[config.mk]
export PLATFORM = sky130hd
export DESIGN_NAME = sm_fetch_sched
export DESIGN_NICKNAME = d
export VERILOG_FILES = /design/src/rtl/sm_pkg.sv /design/src/rtl/sm_rr_arbiter.sv /design/src/rtl/sm_fetch_sched.sv
export SDC_FILE = /design/constraint.sdc
export NUM_CORES = 1
export LEC_CHECK = 0
export BUFFER_PORTS_ARGS = -buffer_cell sky130_fd_sc_hd__buf_2
export CORE_ASPECT_RATIO = 0.5
export CORE_MARGIN = 2
export CORE_UTILIZATION = 35
export DETAILED_ROUTE_END_ITERATION = 6
export PLACE_DENSITY = 0.61
export SKIP_LAST_GASP = 1
export SYNTH_ARGS = -nofsm -noshare
export SYNTH_HDL_FRONTEND = slang
export SYNTH_SLANG_ARGS = --single-unit
[constraint.sdc]
create_clock -name clk -period 5.2 [get_ports clk]
set_input_delay 0.26 -clock clk [delete_from_list [all_inputs] [get_ports clk]]
set_output_delay 0.26 -clock clk [all_outputs]
set_load 0.005 [all_outputs]
[src/rtl/sm_pkg.sv]
// Shared types and sizes for the SM front end.
package sm_pkg;
   localparam int NUM_WARP   = 8;
   localparam int DEPTH_WARP = $clog2(NUM_WARP);
   localparam int ADDR_W     = 32;
   localparam int DATA_W     = 32;

   typedef enum logic [1:0] {
      IDLE,
      REQ,
      WAIT
   } fetch_state_e;
endpackage

[src/rtl/sm_rr_arbiter.sv]
// Round-robin arbiter: first request at or after i_ptr, wrapping at N-1.
// Combinational; the caller decides when its pointer advances.
module sm_rr_arbiter #(
   parameter int N = 8,
   parameter int W = $clog2(N)
) (
   input  logic [N-1:0] i_req,
   input  logic [W-1:0] i_ptr,
   output logic [N-1:0] o_grant_onehot,
   output logic [W-1:0] o_grant_idx,
   output logic         o_any
);
   logic [W-1:0] w_idx;

   always_comb begin
      o_grant_onehot = '0;
      o_grant_idx    = '0;
      o_any          = 1'b0;
      w_idx          = '0;
      for (int i = 0; i < N; i++) begin
         w_idx = W'((int'(i_ptr) + i) % N);
         if (!o_any && i_req[w_idx]) begin
            o_any                 = 1'b1;
            o_grant_onehot[w_idx] = 1'b1;
            o_grant_idx           = w_idx;
         end
      end
   end
endmodule

[src/rtl/sm_fetch_sched.sv]
// Per-SM fetch scheduler: round-robin warp pick, one outstanding
// code-memory read, tagged instruction handoff to the ibuffer.
module sm_fetch_sched
   import sm_pkg::*;
(
   input  logic                  clk,
   input  logic                  rst_n,
   input  logic                  warp_start_valid_i,
   input  logic [DEPTH_WARP-1:0] warp_start_wid_i,
   input  logic [ADDR_W-1:0]     warp_start_addr_i,
   input  logic                  warp_exit_valid_i,
   input  logic [DEPTH_WARP-1:0] warp_exit_wid_i,
   input  logic                  branch_valid_i,
   input  logic [DEPTH_WARP-1:0] branch_wid_i,
   input  logic [ADDR_W-1:0]     branch_target_i,
   input  logic [NUM_WARP-1:0]   inst_buffer_avail_i,
   input  logic                  code_mem_available_i,
   output logic                  code_read_valid_o,
   output logic [ADDR_W-1:0]     code_read_addr_o,
   output logic [DEPTH_WARP-1:0] code_read_wid_o,
   input  logic                  code_read_ready_i,
   input  logic [DATA_W-1:0]     code_read_data_i,
   output logic                  fetch_valid_o,
   output logic [DEPTH_WARP-1:0] fetch_wid_o,
   output logic [ADDR_W-1:0]     fetch_pc_o,
   output logic [DATA_W-1:0]     fetch_inst_o,
   output logic [NUM_WARP-1:0]   warp_active_o
);
   fetch_state_e          r_state, w_state_nxt;
   logic [NUM_WARP-1:0]   r_active;
   logic [ADDR_W-1:0]     r_pc [NUM_WARP];
   logic [DEPTH_WARP-1:0] r_ptr, r_wid;
   logic [ADDR_W-1:0]     r_addr;
   logic                  r_squash;
   logic                  r_fetch_valid;
   logic [DEPTH_WARP-1:0] r_fetch_wid;
   logic [ADDR_W-1:0]     r_fetch_pc;
   logic [DATA_W-1:0]     r_fetch_inst;

   logic [NUM_WARP-1:0]   w_start_hit, w_exit_hit, w_br_hit;
   logic [NUM_WARP-1:0]   w_elig, w_grant_oh;
   logic [DEPTH_WARP-1:0] w_grant_idx;
   logic [ADDR_W-1:0]     w_pick_pc;
   logic                  w_any, w_take, w_done, w_kill, w_deliver;

   always_comb begin
      w_start_hit = '0;
      w_exit_hit  = '0;
      w_br_hit    = '0;
      for (int w = 0; w < NUM_WARP; w++) begin
         w_start_hit[w] = warp_start_valid_i &&
                          (warp_start_wid_i == DEPTH_WARP'(w));
         w_exit_hit[w]  = warp_exit_valid_i &&
                          (warp_exit_wid_i == DEPTH_WARP'(w));
         w_br_hit[w]    = branch_valid_i &&
                          (branch_wid_i == DEPTH_WARP'(w));
      end
   end

   assign w_elig = r_active & inst_buffer_avail_i & ~w_br_hit;

   sm_rr_arbiter #(.N(NUM_WARP)) u_arb (
      .i_req          (w_elig),
      .i_ptr          (r_ptr),
      .o_grant_onehot (w_grant_oh),
      .o_grant_idx    (w_grant_idx),
      .o_any          (w_any)
   );

   always_comb begin
      w_pick_pc = '0;
      for (int w = 0; w < NUM_WARP; w++)
         if (w_grant_oh[w]) w_pick_pc = w_pick_pc | r_pc[w];
   end

   // An exit or redirect of the in-flight warp invalidates its fetch.
   assign w_kill    = w_exit_hit[r_wid] | w_br_hit[r_wid];
   assign w_deliver = w_done && !r_squash && !w_kill;

   always_comb begin
      w_state_nxt = r_state;
      w_take      = 1'b0;
      w_done      = 1'b0;
      unique case (r_state)
         IDLE: begin
            if (w_any) begin
               w_state_nxt = REQ;
               w_take      = 1'b1;
            end
         end
         REQ: begin
            if (w_kill)                    w_state_nxt = IDLE;
            else if (code_mem_available_i) w_state_nxt = WAIT;
         end
         WAIT: begin
            if (code_read_ready_i) begin
               w_state_nxt = IDLE;
               w_done      = 1'b1;
            end
         end
         default: w_state_nxt = IDLE;
      endcase
   end

   always_ff @(posedge clk) begin
      if (!rst_n) r_state <= IDLE;
      else        r_state <= w_state_nxt;
   end

   always_ff @(posedge clk) begin
      if (!rst_n) begin
         r_active      <= '0;
         r_ptr         <= '0;
         r_wid         <= '0;
         r_addr        <= '0;
         r_squash      <= 1'b0;
         r_fetch_valid <= 1'b0;
         r_fetch_wid   <= '0;
         r_fetch_pc    <= '0;
         r_fetch_inst  <= '0;
         for (int w = 0; w < NUM_WARP; w++) r_pc[w] <= '0;
      end else begin
         if (w_take) begin
            r_wid  <= w_grant_idx;
            r_addr <= w_pick_pc;
            r_ptr  <= w_grant_idx + 1'b1;
         end
         if (r_state == WAIT)
            r_squash <= w_done ? 1'b0 : (r_squash | w_kill);
         r_fetch_valid <= w_deliver;
         if (w_deliver) begin
            r_fetch_wid  <= r_wid;
            r_fetch_pc   <= r_addr;
            r_fetch_inst <= code_read_data_i;
         end
         for (int w = 0; w < NUM_WARP; w++) begin
            if (w_exit_hit[w]) begin
               r_active[w] <= 1'b0;
            end else if (w_br_hit[w] && r_active[w]) begin
               r_pc[w] <= branch_target_i;
            end else if (w_start_hit[w] && !r_active[w]) begin
               r_active[w] <= 1'b1;
               r_pc[w]     <= warp_start_addr_i;
            end else if (w_deliver && r_wid == DEPTH_WARP'(w)) begin
               r_pc[w] <= r_pc[w] + 1'b1;
            end
         end
      end
   end

   assign code_read_valid_o = (r_state == REQ);
   assign code_read_addr_o  = r_addr;
   assign code_read_wid_o   = r_wid;
   assign fetch_valid_o     = r_fetch_valid;
   assign fetch_wid_o       = r_fetch_wid;
   assign fetch_pc_o        = r_fetch_pc;
   assign fetch_inst_o      = r_fetch_inst;
   assign warp_active_o     = r_active;
endmodule
==> results of run 1 <==
## sequential cells by signal, summed over array words and instances, names as in the netlist
register          flops
r_pc                256
code_read_addr_o     32
fetch_inst_o         32
fetch_pc_o           32
warp_active_o         8
code_read_wid_o       3
fetch_wid_o           3
r_ptr                 3
r_state               2
fetch_valid_o         1
r_squash              1
## synthesized netlist by cell type (all sizes together) (72+ instances only)
cell    number  area share (%)
xor2       124             4.3
nand3      138             2.7
a21oi       72             1.4
o22ai      165             4.1
buf        107             2.0
clkbuf     130             1.9
nand2      407             6.1
dfxtp      117             9.3
xnor2      124             4.4
nor2       105             1.6
mux2i      227             9.1
edfxtp     256              31
## critical path, stage by stage, from the launching register on
cell	delay, ns
dfxtp_1	0.65
inv_1	0.30
ha_1	0.54
mux4_2	0.40
mux2i_2	0.51
nor2_1	0.17
a22oi_1	0.24
nor2_1	0.06
or4_2	1.16
a221oi_2	0.48
a21oi_1	0.10
## area by class of cell
class                      instances  share of cell area [%]
multi-input combinational       2006                    48.5
timing repair buffer             320                    6.70
sequential                       373                    34.8
antenna                            8                  0.0695
clock inverter                    12                   0.322
tap                              958                    4.16
inverter                          59                   0.769
clock buffer                      65                    4.59
## per-stage QoR
step	instance area, sq um	cells
after floorplan	25100	2675
after global placement	27000	3682
after detailed placement	27000	3682
after CTS	28800	3793
after global routing	28800	3801
final	28800	3801
## cell families (layout without fill, tap and decap cells)
group | after synthesis | after routing | synth area share, %
AOI/OAI and AO/OA | 612 | 612 | 18.4
xor gates and xnor gates | 248 | 248 | 8.67
adders and majority gates | 15 | 15 | 0.747
buffers and inverters | 296 | 456 | 4.80
DFF | 373 | 373 | 39.9
muxes | 260 | 260 | 11.2
other | 0 | 8 | 0
and+or+nand+nor | 871 | 871 | 16.3
## metal layers
| layer | vias up | routed length (um) | track usage, % |
|---|---|---|---|
| met1 | 11400 | 41700 | 37.7 |
| met4 | 0 | 2700 | 7.25 |
| met3 | 166 | 13200 | 7.31 |
| li1 | 10200 | - | - |
| met5 | - | 0 | 0 |
| met2 | 1434 | 40200 | 35.0 |
## final timing paths
| path | startpoint | to | slack (ns) | cells after the start |
|---|---|---|---|---|
| setup / recovery | r_ptr[2] | code_read_addr_o[6] | 0.47 | 10 |
| hold / removal | warp_start_valid_i | warp_active_o[7] | 0.07 | 3 |
| setup reg to reg | r_ptr[2] | code_read_addr_o[6] | 0.47 | 10 |
| hold reg to reg | fetch_inst_o[19] | fetch_inst_o[19] | 0.46 | 2 |
## report_power, final
| part | internal, mW | total, mW | leakage, nW | switching, mW |
|---|---|---|---|---|
| Combinational | 1.29 | 3.75 | 6.62 | 2.46 |
| Clock | 1.77 | 3.11 | 0.700 | 1.35 |
| Sequential | 3.43 | 3.82 | 3.60 | 0.394 |
| Total | 6.48 | 10.7 | 10.9 | 4.20 |
==> results.txt, run 1 <==
#FFs+latches synth: 373
Routed WL: 97700 um
Register area share after synthesis: 39.9%
Synthesized cell area: 25100 sq um
Main synth FF type: edfxtp_1
GP Congestion: 0.979
Final worst-path cycle share: 91.0%
Post_cts resized: 0
Power Dens Cells: 371 nW/um^2
DR iter-0 viols: 3823
Status: complete, but fails checks
Post-synth EDFFs: 256
Wirelength per Cell: 25.7 um
Tmin final: 4.73 ns
Setup ws final: 0.469 ns
Initial Utilization: 35.4%
Total GRT Usage: 25.3%
Worst EP arrival: 5.20 ns
Peak supply drop: 0.289 mV
I/O Pins: 232
Via-to-Cell Ratio: 6.10
Syn-to-layout area delta: 14.6%
Slew @ Worst Pin: 1.17 ns
Routed Antenna Nets: 0
Hold-fix buffers, CTS: 34
Vias in the first global route: 21200
Final design utilization: 40.5%
Nets: 2937
Multi-input logic area: 14000 sq um
Worst slack, placed: 0.539 ns
Port Buf Inserts: 231
Commonest non-fill, non-tap cell in the layout: nand2_1
Fill count: 6938
Commonest non-fill, non-tap cells in the layout: nand2_1, edfxtp_1, buf_2
Worst hold-check path type: primary input to flop
Max_cap viols: 0
Worst Clk Skew: 0.0497 ns
Setup_tns: 0 ns
Hold slack: 0.0657 ns
Async SR Flop Fraction: 0%
Clock Tree Buf Depth: 3
CTS tree: yes
CP Capture Type: flop
Initial DRT Pass Iterations: 7
Die span in x: 383 um
Unique masters post-synth: 88
HPWL Detailed: 70000 um
P_leak: 10.9 nW
Total power: 10.7 mW
Postcts setup bufs: 0
Clock slew at reported path FFs: 0.06 ns
First-pass GRT wire length: 143000 um
Cts bufs inserted: 42
Num Clock Sinks: 373
H-tree depth: 2
Die H: 193 um
Fin. Hold Viols: 0
Yosys warning count: 0
Data required, critical path: 5.67 ns
Fmax: 211 MHz
Layout cell share with drive strength beyond 1: 16.4%
Row count: 69
Slew margin rel.: 21.7%
Vias: 23200
Total global routing overflow: 0
Worst setup SP type: flop
Finish-stage setup viols: 0
Full die area: 74100 sq um
DRC viols: 31
Register Area: 10000 sq um
Syn Area/Cell: 9.39 sq um
Setup CP Type: flop to flop
Max Fanout on Critical Path: 32
Violated checks: design-rule violations
Initial antenna violation count: 9
Max-slew violation count: 0
Core area: 71100 sq um
Largest net degree at the start of global routing: 78
CTS root buffer: clkbuf_16
Post-synthesis cell count: 2675
Worst-skew pair later-pin latency: 0.61 ns
Synthesized net count: 2810
RSZ-0062 raised after global routing: false
No activity file was read; power rests on OpenSTA's default activity.
==> run 2, diff against run 1 <==
--- a/config.mk
+++ b/config.mk
@@ -10,7 +10,7 @@
 export CORE_MARGIN = 2
 export CORE_UTILIZATION = 35
 export DETAILED_ROUTE_END_ITERATION = 6
-export PLACE_DENSITY = 0.61
+export PLACE_DENSITY_LB_ADDON = 0.3
 export SKIP_LAST_GASP = 1
 export SYNTH_ARGS = -nofsm -noshare
 export SYNTH_HDL_FRONTEND = slang
==> results.txt, run 2 (synthesis gave the netlist of run 1 again) <==
Status: complete, but fails checks (unchanged)
Violated checks: design-rule violations (unchanged)
Fin. Hold Viols: 0 (unchanged)
Hold slack: 0.0483 ns (was 0.0657 ns)
Clock Tree Buf Depth: 3 (unchanged)
Initial DRT Pass Iterations: 7 (unchanged)
Slew margin rel.: 19.3% (was 21.7%)
Tmin final: 4.89 ns (was 4.73 ns)
Worst hold-check path type: primary input to flop (unchanged)
Final non-filler cell total: 3797 (was 3801)
Slowest CP cell: or4_2 (unchanged)
Largest Register: r_pc (unchanged)
HPWL Detailed: 71100 um (was 70000 um)
Data required, critical path: 5.67 ns (about the same)
RSZ-0062 raised after global routing: false (unchanged)
Cts bufs inserted: 41 (was 42)
Worst setup SP type: flop (unchanged)
Row count: 69 (unchanged)
Final worst-path cycle share: 94.0% (was 91.0%)
Core area: 71100 sq um (unchanged)
Placed insts: 3679 (was 3682)
Commonest non-fill, non-tap cell in the layout: nand2_1 (unchanged)
Die H: 193 um (unchanged)
P_leak: 10.9 nW (about the same)
Commonest non-fill, non-tap cells in the layout: nand2_1, edfxtp_1, buf_2 (unchanged)
Fill count: 6946 (was 6938)
Combinational share of power: 35.2% (was 35.1%)
Die span in x: 383 um (unchanged)
Initial Utilization: 35.4% (unchanged)
Wirelength per Cell: 25.6 um (was 25.7 um)
Fmax: 205 MHz (was 211 MHz)
Levels on crit path: 10 (unchanged)
Routed Antenna Nets: 0 (unchanged)
Sequential share of power: 35.3% (was 35.8%)
CP cell instances: inv_1, ha_1, mux4_2, mux2i_2, nor2_1, a22oi_1, nor2_1, or4_2, a221oi_1, a21oi_1 (was inv_1, ha_1, mux4_2, mux2i_2, nor2_1, a22oi_1, nor2_1, or4_2, a221oi_2, a21oi_1)
Largest net degree at the start of global routing: 77 (was 78)
Port Buf Inserts: 231 (unchanged)
CTS tree: yes (unchanged)
Delay of the slowest critical-path stage: 1.14 ns (was 1.16 ns)
Worst-skew pair later-pin latency: 0.60 ns (was 0.61 ns)
CP Capture Type: flop (unchanged)
Layout cell share with drive strength beyond 1: 16.3% (was 16.4%)
Clock slew at reported path FFs: 0.07 ns (was 0.06 ns)
Num Clock Sinks: 373 (unchanged)
First-pass GRT wire length: 143000 um (about the same)
Number of flip-flops in the largest register: 256 (unchanged)
WHS Path Cells: 3 (unchanged)
Pint: 6.58 mW (was 6.48 mW)
Setup CP Type: flop to flop (unchanged)
Worst Clk Skew: 0.0322 ns (was 0.0497 ns)
Register Area: 10000 sq um (unchanged)
Peak supply drop: 0.298 mV (was 0.289 mV)
Max Fanout on Critical Path: 32 (unchanged)
Max-slew violation count: 0 (unchanged)
Vias: 23200 (about the same)
Total GRT Usage: 25.3% (about the same)
I/O Pins: 232 (unchanged)
Worst r2r path cells: 10 (unchanged)
Max_cap viols: 0 (unchanged)
Slew @ Worst Pin: 1.21 ns (was 1.17 ns)
Sw Ratio: 39.0% (was 39.3%)
Psw: 4.20 mW (about the same)
Cell mode on critical path: nor2_1 (unchanged)
Delay-heaviest family, CP: simple AND/OR/NAND/NOR gates (unchanged)
Nets: 2931 (was 2937)
Worst EP arrival: 5.36 ns (was 5.20 ns)
Total global routing overflow: 0 (unchanged)
Via-to-Cell Ratio: 6.10 (about the same)
CP bufs+invs: 1 (unchanged)
Full die area: 74100 sq um (unchanged)
Post_cts resized: 0 (unchanged)
H-tree depth: 2 (unchanged)
Multi-input logic area: 14000 sq um (unchanged)
DR iter-0 viols: 3549 (was 3823)
CTS root buffer: clkbuf_16 (unchanged)
Syn-to-layout area delta: 14.6% (about the same)
Finish-stage setup viols: 0 (unchanged)
Clock power frac: 29.5% (was 29.2%)
Power Dens Cells: 374 nW/um^2 (was 371 nW/um^2)
GP Congestion: 0.980 (was 0.979)
Setup_tns: 0 ns (unchanged)
Initial antenna violation count: 9 (unchanged)
Vias in the first global route: 21300 (was 21200)
Routed WL: 97300 um (was 97700 um)
DRC viols: 9 (was 31)
==> run 2: path summary, 6_finish.rpt <==
check                          start             endpoint  slack [ns]
setup reg to reg            r_ptr[2]  code_read_addr_o[0]        0.31
hold reg to reg     fetch_inst_o[29]     fetch_inst_o[29]        0.46
setup / recovery            r_ptr[2]  code_read_addr_o[0]        0.31
hold / removal    warp_start_valid_i     warp_active_o[7]        0.05
==> run 2: cell type report <==
type,instances,area share (%)
Multi-Input combinational cell,2006,48.5
Sequential cell,373,34.8
Timing Repair Buffer,315,6.55
Clock buffer,61,4.36
Tap cell,958,4.16
Inverter,59,0.769
Clock inverter,15,0.669
Antenna cell,10,0.0869
==> run 2: power by group through the flow <==
stage | clock network, mW | registers (mW) | logic, mW
3_5_place_dp | 0 | 3.84 | 3.64
6_report | 3.18 | 3.80 | 3.79
5_1_grt | 3.34 | 3.82 | 4.03
2_1_floorplan | 0 | 3.67 | 2.48
3_3_place_gp | 0 | 3.85 | 3.60
4_1_cts | 3.23 | 3.78 | 3.67
==> run 2: layer usage <==
layer,track usage (%),part of all wire (%)
met1,38.6,44
met4,6.59,2.2
met5,0,0.013
met3,6.82,13
met2,34.6,41
==> run 2: per-stage QoR <==
step	util, %	worst slack [ns]	power (mW)	instance area, sq um
floorplan	-	0.936	6.15	25100
CTS	40.5	0.439	10.7	28800
finish	40.5	0.313	10.8	28800
detailed placement	38.0	0.432	7.48	27000
global route	40.5	0.0899	11.2	28800
global placement	38.0	0.522	7.45	27000
==> run 2: what timing repair did <==
| action | in CTS | in global routing |
|---|---|---|
| hold buffers | 32 | 0 |
| buffers inserted | 0 | 0 |
| endpoints found under the hold margin | 32 | 0 |
==> run 2: worst register-to-register path: cells and delay by family, from the launching register on <==
family	cells	cell delay (ns)
multiplexers	2	0.94
adder cells (fa/ha/maj)	1	0.54
AO/OA/AOI/OAI	3	0.93
buffers and inverters	1	0.30
flip-flops	1	0.70
AND/OR/NAND/NOR	3	1.38
